--- src/rtl/pipe_pkg.sv ---
// Shared types and default widths for the pipeline stage register.
package pipe_pkg;

  typedef enum logic [1:0] {
    ST_EMPTY = 2'd0,
    ST_ONE   = 2'd1,
    ST_TWO   = 2'd2
  } state_t;

  localparam int DEFAULT_DATA_W = 64;
  localparam int DEFAULT_CNT_W  = 16;

endpackage

--- src/rtl/sat_counter.sv ---
// Saturating up-counter with synchronous clear.
// Latency: count updates on the edge after inc.
// Backpressure: none; sticks at all-ones instead of wrapping.
module sat_counter #(
  parameter int W = 16
) (
  input  logic         clk,
  input  logic         reset,
  input  logic         inc,
  output logic [W-1:0] count
);

  always_ff @(posedge clk) begin
    if (reset) begin
      count <= '0;
    end else if (inc && (count != {W{1'b1}})) begin
      count <= count + {{(W-1){1'b0}}, 1'b1};
    end
  end

endmodule

--- src/rtl/pipe_stage_reg.sv ---
// Two-entry skid-buffered pipeline register with flush and stall counting.
// Latency: 1 cycle from input accept to out_data when empty.
// Backpressure: in_ready is registered and drops only when both entries are full.
module pipe_stage_reg
  import pipe_pkg::*;
#(
  parameter int                 DATA_W     = DEFAULT_DATA_W,
  parameter logic [DATA_W-1:0]  BUBBLE_VAL = '0,
  parameter int                 CNT_W      = DEFAULT_CNT_W
) (
  input  logic              clk,
  input  logic              reset,
  input  logic              flush,
  input  logic              in_valid,
  input  logic [DATA_W-1:0] in_data,
  output logic              in_ready,
  output logic              out_valid,
  output logic [DATA_W-1:0] out_data,
  input  logic              out_ready,
  output logic [1:0]        occupancy,
  output logic [CNT_W-1:0]  stall_cnt
);

  state_t            state_q;
  state_t            state_d;
  logic [DATA_W-1:0] main_q;
  logic [DATA_W-1:0] skid_q;
  logic              in_ready_q;
  logic              in_xfer;
  logic              out_xfer;

  assign in_xfer  = in_valid & in_ready_q;
  assign out_xfer = out_valid & out_ready;
  assign in_ready = in_ready_q;

  // in_ready is derived from the next state so it never sees out_ready combinationally.
  always_ff @(posedge clk) begin
    if (reset) begin
      state_q    <= ST_EMPTY;
      in_ready_q <= 1'b1;
    end else begin
      state_q    <= state_d;
      in_ready_q <= (state_d != ST_TWO);
    end
  end

  always_comb begin
    state_d = state_q;
    unique case (state_q)
      ST_EMPTY: if (in_xfer) state_d = ST_ONE;
      ST_ONE: begin
        if (in_xfer && !out_xfer)      state_d = ST_TWO;
        else if (out_xfer && !in_xfer) state_d = ST_EMPTY;
      end
      ST_TWO:   if (out_xfer) state_d = ST_ONE;
      default:  state_d = ST_EMPTY;
    endcase
    if (flush) state_d = ST_EMPTY;
  end

  always_comb begin
    out_valid = 1'b0;
    occupancy = 2'd0;
    unique case (state_q)
      ST_ONE:  begin out_valid = 1'b1; occupancy = 2'd1; end
      ST_TWO:  begin out_valid = 1'b1; occupancy = 2'd2; end
      default: begin out_valid = 1'b0; occupancy = 2'd0; end
    endcase
  end

  assign out_data = out_valid ? main_q : BUBBLE_VAL;

  always_ff @(posedge clk) begin
    if (reset || flush) begin
      main_q <= BUBBLE_VAL;
      skid_q <= BUBBLE_VAL;
    end else begin
      unique case (state_q)
        ST_EMPTY: if (in_xfer) main_q <= in_data;
        ST_ONE: begin
          if (in_xfer && out_xfer) main_q <= in_data;
          else if (in_xfer)        skid_q <= in_data;
        end
        ST_TWO:   if (out_xfer) main_q <= skid_q;
        default: ;
      endcase
    end
  end

  sat_counter #(.W(CNT_W)) u_stall_cnt (
    .clk   (clk),
    .reset (reset),
    .inc   (out_valid & ~out_ready),
    .count (stall_cnt)
  );

endmodule
--- config.mk ---
export PLATFORM = sky130hd
export DESIGN_NAME = pipe_stage_reg
export DESIGN_NICKNAME = d
export VERILOG_FILES = /design/src/rtl/pipe_pkg.sv /design/src/rtl/sat_counter.sv /design/src/rtl/pipe_stage_reg.sv
export SDC_FILE = /design/constraint.sdc
export NUM_CORES = 1
export LEC_CHECK = 0
export ABC_AREA = 1
export ABC_CLOCK_PERIOD_IN_PS = 2290
export CORE_ASPECT_RATIO = 1.25
export CORE_UTILIZATION = 53
export CTS_BUF_LIST = sky130_fd_sc_hd__clkbuf_2
export DETAILED_ROUTE_END_ITERATION = 8
export PLACE_DENSITY = 0.83
export SYNTH_ARGS = -nofsm -noshare
export SYNTH_HDL_FRONTEND = slang
export SYNTH_SLANG_ARGS = --single-unit
--- constraint.sdc ---
create_clock -name clk -period 2.29 [get_ports clk]
set_input_delay 0.3435 -clock clk [delete_from_list [all_inputs] [get_ports clk]]
set_output_delay 0.3435 -clock clk [all_outputs]
set_load 0.05 [all_outputs]
Word level (Yosys, flattened, before mapping) --
Index checks and enable logic that the tools add are counted.
Word-level totals: register bits after elaboration 147, output and inout bits 84, logic and storage cells 43
Operators by class: add/subtract/negate cells 1, eq/ne operators 7, multiplexer cells 13, bitwise operators 5, reductions and logical operators 12
Operator list (number):
- $mux W64 | 4
- $pmux W64 S3 | 1
- $add A16 B1 Y16 const B | 1
- $ne A16 B16 Y1 const B | 1
- $mux W2 | 5
- $ne A2 B2 Y1 const B | 4
- $pmux W2 S3 | 1
- $logic_and A1 B1 Y1 | 4
- $pmux W2 S2 | 1
- $reduce_and A4 Y1 | 1
- $and A1 B1 Y1 | 3
- $reduce_and A3 Y1 | 1
- $reduce_bool A3 Y1 | 1
- $eq A2 B1 Y1 const B | 1
- $eq A2 B2 Y1 const B | 1
- $logic_not A1 Y1 | 2
- $logic_not A2 Y1 | 1
- $not A1 Y1 | 2
- $reduce_or A2 Y1 | 1
- $logic_or A1 B1 Y1 | 1
- $mux W1 | 1

Logic depth before layout (Yosys ltp) --
Gate-level depths: netlist of the first run.
depth in word-level cells 10, depth in mapped cells 11, depth with buffers taken out 9

Modules after synthesis --
From an unflattened synthesis of the first run, not the netlist that was laid out.
Unflattened totals: cell total of the unflattened synthesis 1100, area total of the unflattened synthesis 7243.2 µm²
Modules (own cells, without submodules):
- pipe_stage_reg | instances 1, cells an instance 951, area an instance 6313.6 µm², seq. area each 2622.5 µm²
- sat_counter | instances 1, cells an instance 149, area an instance 929.6 µm², seq. area each 320.3 µm²

Least setup slack after synthesis of the first run --
OpenSTA, ideal clock, no wires.
path type flip-flop to output port, start point register state_q[0], end point output out_data[10], data arrival time 2.041 ns, setup slack -0.094 ns, cell stages (with the launch flop) 7, buffers on the path 2, cell sequence dfxtp_1 -> inv_1 -> ha_1 -> clkbuf_1 -> clkbuf_1 -> nand2_1 -> inv_1
On the way: longest elaborated chain between the ends 4
RTL lines:
- start, declared | line pipe_stage_reg.sv:24 | state_t state_q;
- start signal, assigned | line pipe_stage_reg.sv:42 | state_q <= state_d;
- $eq A2 B2 Y1 / $eq A2 B1 Y1 (equally long branches) | line pipe_stage_reg.sv:64 | unique case (state_q)
- $reduce_or A2 Y1 (no line) (*)
- $mux W1 (*) | line pipe_stage_reg.sv:64
- named net out_valid | line pipe_stage_reg.sv:17 | output logic out_valid,
- $mux W64 (*) | line pipe_stage_reg.sv:71 | assign out_data = out_valid ? main_q : BUBBLE_VAL;
- end, declared | line pipe_stage_reg.sv:18 | output logic [DATA_W-1:0] out_data,
Mark *: on every way through the listed nets, which the timed path passes. The rest lies on a longest branch.

Worst setup path in the final report of the first run --
start point register state_q[1], end point output out_data[48]
On the way: longest elaborated chain between the ends 4
RTL lines (line):
- $eq A2 B2 Y1 / $eq A2 B1 Y1 (equally long branches) | pipe_stage_reg.sv:64
- $reduce_or A2 Y1 (no line) (*)
- $mux W1 (*) | pipe_stage_reg.sv:64
- $mux W64 (*) | pipe_stage_reg.sv:71
Mark *: on every way between the ends. The rest lies on a longest branch, timed or not.

==> impl_metrics.env, run 1 <==
export IMPL_wirelength_um=21150
export IMPL_layout_cell_area_non_filler_um2=10430
export IMPL_register_area_um2=2948
export IMPL_timing_worst_setup_path_type="reg -> out"
export IMPL_tritoncts="done"
export IMPL_hold_path_class="in -> reg"
export IMPL_max_vdd_ir_drop_mv=0.3578
export IMPL_muxShareOfSynthArea=0.09044
export IMPL_mappedNetlistNets=1089
export IMPL_design_die_area_um2=13830
export IMPL_power_density_cell_area_nw_per_um2=512.2
export IMPL_crit_reg2reg_launch="state_q[1]"
export IMPL_multi_input_gate_area_in_the_final_layout_um2=3908
export IMPL_post_route_worst_setup_slack_ns=-0.1239
export IMPL_cell_internal_pwr_mw=3.773
export IMPL_drt_vias_per_instance=5.322
export IMPL_max_slew_worst_pin_slew_ns=0.4963
export IMPL_synthSimpleGateAreaFrac=0.3153
export IMPL_cap_viol_max_count=0
export IMPL_ctsHtreeMaxLevel=4
export IMPL_wire_per_inst_um=15.75
export IMPL_worst_hold_path_endpoint="skid_q[27]"
export IMPL_slew_headroom=0.6686
export IMPL_cts_sinks=147
export IMPL_route_vias_total=7147
export IMPL_clkTransAtPathRegs_ns=0.23
export IMPL_vias_in_the_first_global_route=6898
export IMPL_total_power_mw=5.344
export IMPL_r2r_cells=11
export IMPL_fillers=803
export IMPL_numCtsBuffers=17
export IMPL_routabilityCongestion=0.9038
export IMPL_failed_checks="setup timing"
export IMPL_r2r_end="main_q[35]"
export IMPL_postSynthRegisterBits=147
export IMPL_power_frac_seq=0.507
export IMPL_critPathMaxFanout=7
export IMPL_number_of_different_library_cells_in_the_post_synthesis_netlist=29
export IMPL_post_dp_hpwl_um=12140
export IMPL_p_sw_mw=1.571
export IMPL_cp_start_kind="register"
export IMPL_drt_iter0_drc=459
export IMPL_timing_final_setup_violations=64
export IMPL_first_pass_grt_wire_length_um=33600
export IMPL_power_static_leakage_nw=4.734
export IMPL_core_region_area_um2=12830
export IMPL_detail_route_drc_violations=0
export IMPL_dieWidth_um=105.4
export IMPL_synth_top_family_by_area="simple AND/OR/NAND/NOR gates"
export IMPL_status="complete, but fails checks"
export IMPL_floorplan_rows=46
export IMPL_gr_total_overflow=0
export IMPL_yosys_area_share_adder=0.01060
export IMPL_initial_utilization=0.5519
export IMPL_worstPathArrival_ns=2.07
export IMPL_netlist_instances=1014
export IMPL_fin_crit_period_ns=2.414
export IMPL_cts_root_buf="clkbuf_2"
export IMPL_gr_usage_all_layers=0.3070
export IMPL_yosys_area_share_xor_xnor=0.007419
export IMPL_antenna_violating_nets_post_route=0
export IMPL_cpMostUsedCell="buf_12"
export IMPL_timing_critical_path_cells="inv_4 -> ha_4 -> buf_6 -> buf_12 -> nand2_4 -> inv_2 -> buf_12"
export IMPL_cp_end_kind="output pin"
export IMPL_skew_ns=0.02803
export IMPL_share_clk_of_total_power=0.317
export IMPL_final_net_count=1237
export IMPL_clk_latency_ns=0.71
export IMPL_grt_start_max_net_pins=66
export IMPL_slowest_stage="dfxtp_4"
export IMPL_dpl_instance_area_um2=9387
export IMPL_finalHoldViolations=0
export IMPL_count_of_yosys_warnings_during_synthesis=0
export IMPL_hold_depth=3
export IMPL_switching_share=0.2940
export IMPL_number_of_antenna_violations_at_the_first_check_in_global_routing=1
export IMPL_synth_compound_gate_area_share=0.07101
export IMPL_drive_gt1_frac=0.2428
export IMPL_period_share=1.054
export IMPL_num_io_pins=153
export IMPL_clk_buf_depth=2
export IMPL_slowest_cell_delay_on_critical_path_ns=0.42
export IMPL_postSynthAreaPerCell_um2=6.985
export IMPL_portBuffers=152
export IMPL_reg2reg_slack_ns=0.11
export IMPL_firstDrtPassIters=6
export IMPL_p_comb_frac=0.176
export IMPL_hold_path_startpoint="in_data[27]"
export IMPL_mappedNetlistArea_um2=7083
export IMPL_max_freq_ghz=0.4143
export IMPL_synth_seq_area_share=0.4155
export IMPL_post_cts_hold_buffer_count=0
export IMPL_rsz0062_at_grt="true"
export IMPL_die_y_um=131.3
export IMPL_timing_final_max_slew_violations=0
export IMPL_area_growth_syn_to_layout_pct=47.31
export IMPL_worst_path_required_ns=1.95
worst max-delay path: cells and delay by family (launching register included):
family                   cells  cell delay, ns
buffers and inverters        5            0.55
flip-flops                   1            0.42
adder cells (fa/ha/maj)      1            0.31
AND/OR/NAND/NOR              1            0.07
power by group through the flow:
stage / Clock [mW] / Combinational (mW) / Sequential (mW)
6_report: 1.69 / 0.942 / 2.71
2_1_floorplan: 0 / 0.449 / 2.73
5_1_grt: 1.82 / 1.01 / 2.72
4_1_cts: 1.71 / 0.901 / 2.70
3_3_place_gp: 0 / 0.757 / 2.73
3_5_place_dp: 0 / 0.777 / 2.73
worst max-delay path by stage:
stage / end / from / slack [ns] / cells past startpoint
after global routing: out_data[58] / state_q[1] / -0.21 / 7
after floorplan: out_data[10] / state_q[0] / 0.02 / 6
after global placement: main_q[60] / state_q[0] / 0.24 / 10
after detailed placement: main_q[54] / state_q[0] / 0.16 / 10
after CTS: out_data[13] / state_q[0] / -0.19 / 8
final: out_data[48] / state_q[1] / -0.12 / 7
synthesized netlist by cell type, drive strengths merged:
master / instances / share of area
nand4: 9 / 0.010
nor3: 3 / 0.0028
dfxtp: 147 / 0.42
a21oi: 81 / 0.063
xor2: 4 / 0.0049
o21a: 1 / 0.0021
mux2i: 64 / 0.090
clkbuf: 23 / 0.012
xnor2: 2 / 0.0025
buf: 35 / 0.031
inv: 88 / 0.047
ha: 6 / 0.011
o21ai: 9 / 0.0064
nand2: 381 / 0.21
nand3: 6 / 0.0042
nor2: 155 / 0.089
flip-flops by register name, indices dropped and copies added, names as in the netlist:
signal / flops
state_q: 2
skid_q: 64
main_q: 64
in_ready: 1
u_stall_cnt.count: 16
cell families after synthesis:
kind of cell,Yosys count
and+or+nand+nor,554
DFF,147
buffers and inverters,146
AOI/OAI and AO/OA,91
muxes,64
xor gates and xnor gates,6
adders and majority gates,6
metal layers:
layer	up-vias	track usage	wire length, um
met5	-	0	0
met4	0	0.1495	858
met3	75	0.06597	1488
met2	321	0.5493	10870
met1	3328	0.3401	7934
li1	3423	-	-
cells in the final DEF (no fill, tap or decap), drive strengths merged:
master and count:
nor2 155, nand2 381, xnor2 2, clkinv 2, nand4 9, dlymetal6s2s 1, dfxtp 147, ha 6
clkdlybuf4s50 68, bufinv 4, buf 99, diode 1, clkdlybuf4s15 1, clkinvlp 4, inv 90, a21oi 81
mux2i 64, xor2 4, o21ai 9, nor3 3, clkbuf 21, dlygate4sd2 16, nand3 6, o21a 1
layout make-up:
cell class,instances,share of cell area
Multi-Input combinational cell,721,0.3745
Antenna cell,1,0.0002398
Timing Repair Buffer,187,0.2570
Clock buffer,19,0.009114
Clock inverter,12,0.01739
Tap cell,168,0.02015
Inverter,88,0.03909
Sequential cell,147,0.2825
through the flow:
step / hold WS [ns] / setup slack, ns / util / std cells / TNS [ns]
final: 0.1739 / -0.1239 / 0.8129 / 1343 / -5.969
after global routing: 0.1193 / -0.2079 / 0.8129 / 1343 / -11.43
after CTS: 0.1238 / -0.1881 / 0.7971 / 1339 / -7.461
after detailed placement: 0.4551 / 0.1584 / 0.7313 / 1292 / 0
after global placement: 0.4499 / 0.2379 / 0.7313 / 1292 / 0
after floorplan: 0.4126 / 0.01706 / - / 1014 / 0
what timing repair did:
action | 4_1_cts | 5_1_grt
endpoints found under the setup margin | 82 | 116
gates cloned | 7 | 1
pin swaps | 25 | 18
gates resized for setup | 176 | 50
buffers inserted | 11 | 3
No activity file was read; power rests on OpenSTA's default activity.
==> inputs of run 2 (changes only) <==
--- a/config.mk
+++ b/config.mk
@@ -10,6 +10,7 @@
 export CORE_ASPECT_RATIO = 1.25
 export CORE_UTILIZATION = 53
 export CTS_BUF_LIST = sky130_fd_sc_hd__clkbuf_2
+export CTS_CLUSTER_SIZE = 28
 export DETAILED_ROUTE_END_ITERATION = 8
 export PLACE_DENSITY = 0.83
 export SYNTH_ARGS = -nofsm -noshare
==> results of run 2 <==
The final DEF is identical to that of run 1; final timing and power are the same.
==> inputs of run 3 (changes only) <==
--- a/config.mk
+++ b/config.mk
@@ -8,11 +8,12 @@
 export ABC_AREA = 1
 export ABC_CLOCK_PERIOD_IN_PS = 2290
 export CORE_ASPECT_RATIO = 1.25
-export CORE_UTILIZATION = 53
+export CORE_UTILIZATION = 55
 export CTS_BUF_LIST = sky130_fd_sc_hd__clkbuf_2
 export CTS_CLUSTER_SIZE = 28
 export DETAILED_ROUTE_END_ITERATION = 8
-export PLACE_DENSITY = 0.83
+export DONT_BUFFER_PORTS = 1
+export PLACE_DENSITY = 0.7
 export SYNTH_ARGS = -nofsm -noshare
 export SYNTH_HDL_FRONTEND = slang
 export SYNTH_SLANG_ARGS = --single-unit
==> run 3 against run 2 <==
The run still ends with setup timing left. Highest routed layer unchanged. Via count fell by 3.4%. Power fell by 8.6%. Non-clock buffer count fell by 15. Routed wire length fell by 8.1%. Clock power fell by 21%. Combinational power fell by 11%.
==> impl_metrics.env, run 3 (same netlist as run 1, synthesis figures left out) <==
export IMPL_global_route_usage_met1=0.2901
export IMPL_worst_path_required_ns=1.95
export IMPL_vias_in_the_first_global_route=6378
export IMPL_critPathMaxFanout=6
export IMPL_hold_depth=6
export IMPL_clk_buf_depth=2
export IMPL_dieWidth_um=103.5
export IMPL_num_io_pins=153
export IMPL_fin_crit_period_ns=2.338
export IMPL_route_vias_total=6902
export IMPL_die_y_um=128.9
export IMPL_worstPathArrival_ns=1.99
export IMPL_power_density_cell_area_nw_per_um2=490.1
export IMPL_rsz0062_at_grt="true"
export IMPL_cp_start_kind="register"
export IMPL_layout_top_registers="main_q x64, skid_q x64, u_stall_cnt.count x16"
export IMPL_area_growth_syn_to_layout_pct=40.65
export IMPL_core_region_area_um2=12600
export IMPL_slew_headroom=0.4966
export IMPL_post_dp_hpwl_um=10710
export IMPL_cts_sinks=147
export IMPL_finalHoldViolations=0
export IMPL_hold_path_class="in -> reg"
export IMPL_period_share=1.021
export IMPL_first_pass_grt_wire_length_um=29220
export IMPL_tritoncts="done"
export IMPL_detail_route_drc_violations=0
export IMPL_clk_latency_ns=0.66
export IMPL_grt_start_max_net_pins=67
export IMPL_power_static_leakage_nw=4.386
export IMPL_design_die_area_um2=13340
export IMPL_r2r_cells=10
export IMPL_clkTransAtPathRegs_ns=0.22
export IMPL_number_of_antenna_violations_at_the_first_check_in_global_routing=1
export IMPL_max_freq_ghz=0.4277
export IMPL_hold_path_startpoint="in_valid"
export IMPL_initial_utilization=0.5619
export IMPL_dp_worst_setup_slack_ns=0.2552
export IMPL_failed_checks="setup timing"
export IMPL_layout_commonest_cell="nand2_1"
export IMPL_cap_viol_max_count=0
export IMPL_wirelength_um=19450
export IMPL_floorplan_rows=46
export IMPL_gr_usage_all_layers=0.2725
export IMPL_timing_final_setup_violations=55
export IMPL_post_route_worst_setup_slack_ns=-0.04805
export IMPL_skew_ns=0.03030
export IMPL_grtUsageMet2=0.5203
export IMPL_numCtsBuffers=17
export IMPL_fillers=842
export IMPL_cp_end_kind="output pin"
export IMPL_timing_worst_setup_path_type="reg -> out"
export IMPL_max_slew_worst_pin_slew_ns=0.7540
export IMPL_wire_per_inst_um=14.63
export IMPL_antenna_violating_nets_post_route=0
export IMPL_status="complete, but fails checks"
export IMPL_crit_reg2reg_launch="state_q[0]"
export IMPL_drt_iter0_drc=355
export IMPL_global_route_usage_met3=0.06282
export IMPL_timing_critical_path_from="state_q[0]"
export IMPL_final_net_count=1222
export IMPL_drive_gt1_frac=0.2328
export IMPL_ctsHtreeMaxLevel=4
export IMPL_most_common_layout_cells="335 x nand2_1, 147 x nor2_1, 145 x dfxtp_1"
export IMPL_grt_most_used_layer="met2"
export IMPL_drt_vias_per_instance=5.193
export IMPL_timing_final_max_slew_violations=0
export IMPL_setup_tns_final_ns=-1.125
export IMPL_cts_root_buf="clkbuf_2"
export IMPL_portBuffers=0
export IMPL_firstDrtPassIters=5
export IMPL_gr_total_overflow=0
export IMPL_routabilityCongestion=0.8456
export IMPL_max_vdd_ir_drop_mv=0.3824
run 3: changes by cell type in the layout (fill, tap and decap cells not counted), sizes merged, moves of 3 or more:
cell	previous run	this run
buf	99	102
bufinv	4	1
clkdlybuf4s50	68	0
clkinv	2	6
dlygate4sd2	16	0
dlygate4sd3	0	66
run 3: cell type report:
type | instances | area, um2 | area share
multi-input combinational | 721 | 3741 | 0.3755
sequential | 147 | 2945 | 0.2957
timing repair buffer | 172 | 2470 | 0.2479
inverter | 88 | 385.4 | 0.03868
tap | 168 | 210.2 | 0.02110
clock inverter | 13 | 112.6 | 0.01130
clock buffer | 19 | 95.09 | 0.009545
antenna | 1 | 2.502 | 0.0002512
run 3: where the power goes:
group	internal [mW]	leakage, nW	total [mW]	switching, mW
logic	0.350	3.07	0.843	0.493
registers	2.64	1.19	2.70	0.0550
clock network	0.393	0.120	1.34	0.951
total	3.38	4.39	4.88	1.50
run 3: worst paths after layout:
check,to,slack [ns]
worst max register to register,skid_q[31],0.26
worst min register to register,skid_q[49],0.48
worst min-delay path,in_ready,0.11
worst max-delay path,out_data[32],-0.05
run 3: routing by layer:
layer	wire (um)	share of wire
met2	10500	0.54
met3	1169	0.060
met4	302	0.016
met5	0	0
met1	7469	0.38
run 3: what timing repair did:
action	4_1_cts	5_1_grt
cloned	3	3
setup endpoints to repair	64	65
hold buffers	66	0
setup buffers	4	1
hold endpoints to repair	145	0
pin swaps	1	22
gates resized for setup	71	71
run 3: per-stage QoR:
stage / hold slack [ns] / cells / utilization / power [mW] / cell area (um2)
after global placement: 0.4087 / 1219 / 0.6820 / 3.327 / 8596
after global routing: 0.08302 / 1329 / 0.7904 / 5.093 / 9962
after CTS: 0.03131 / 1324 / 0.7655 / 4.835 / 9649
after detailed placement: 0.4106 / 1219 / 0.6820 / 3.341 / 8596
final: 0.1147 / 1329 / 0.7904 / 4.882 / 9962
after floorplan: 0.4126 / 1014 / - / 3.176 / 7086
run 3: critical path: stages, from the launching register on:
cell and delay, ns:
dfxtp_2 0.39, inv_2 0.05, ha_4 0.29, buf_12 0.15
buf_16 0.17, nand2_2 0.08, inv_2 0.07, buf_12 0.13
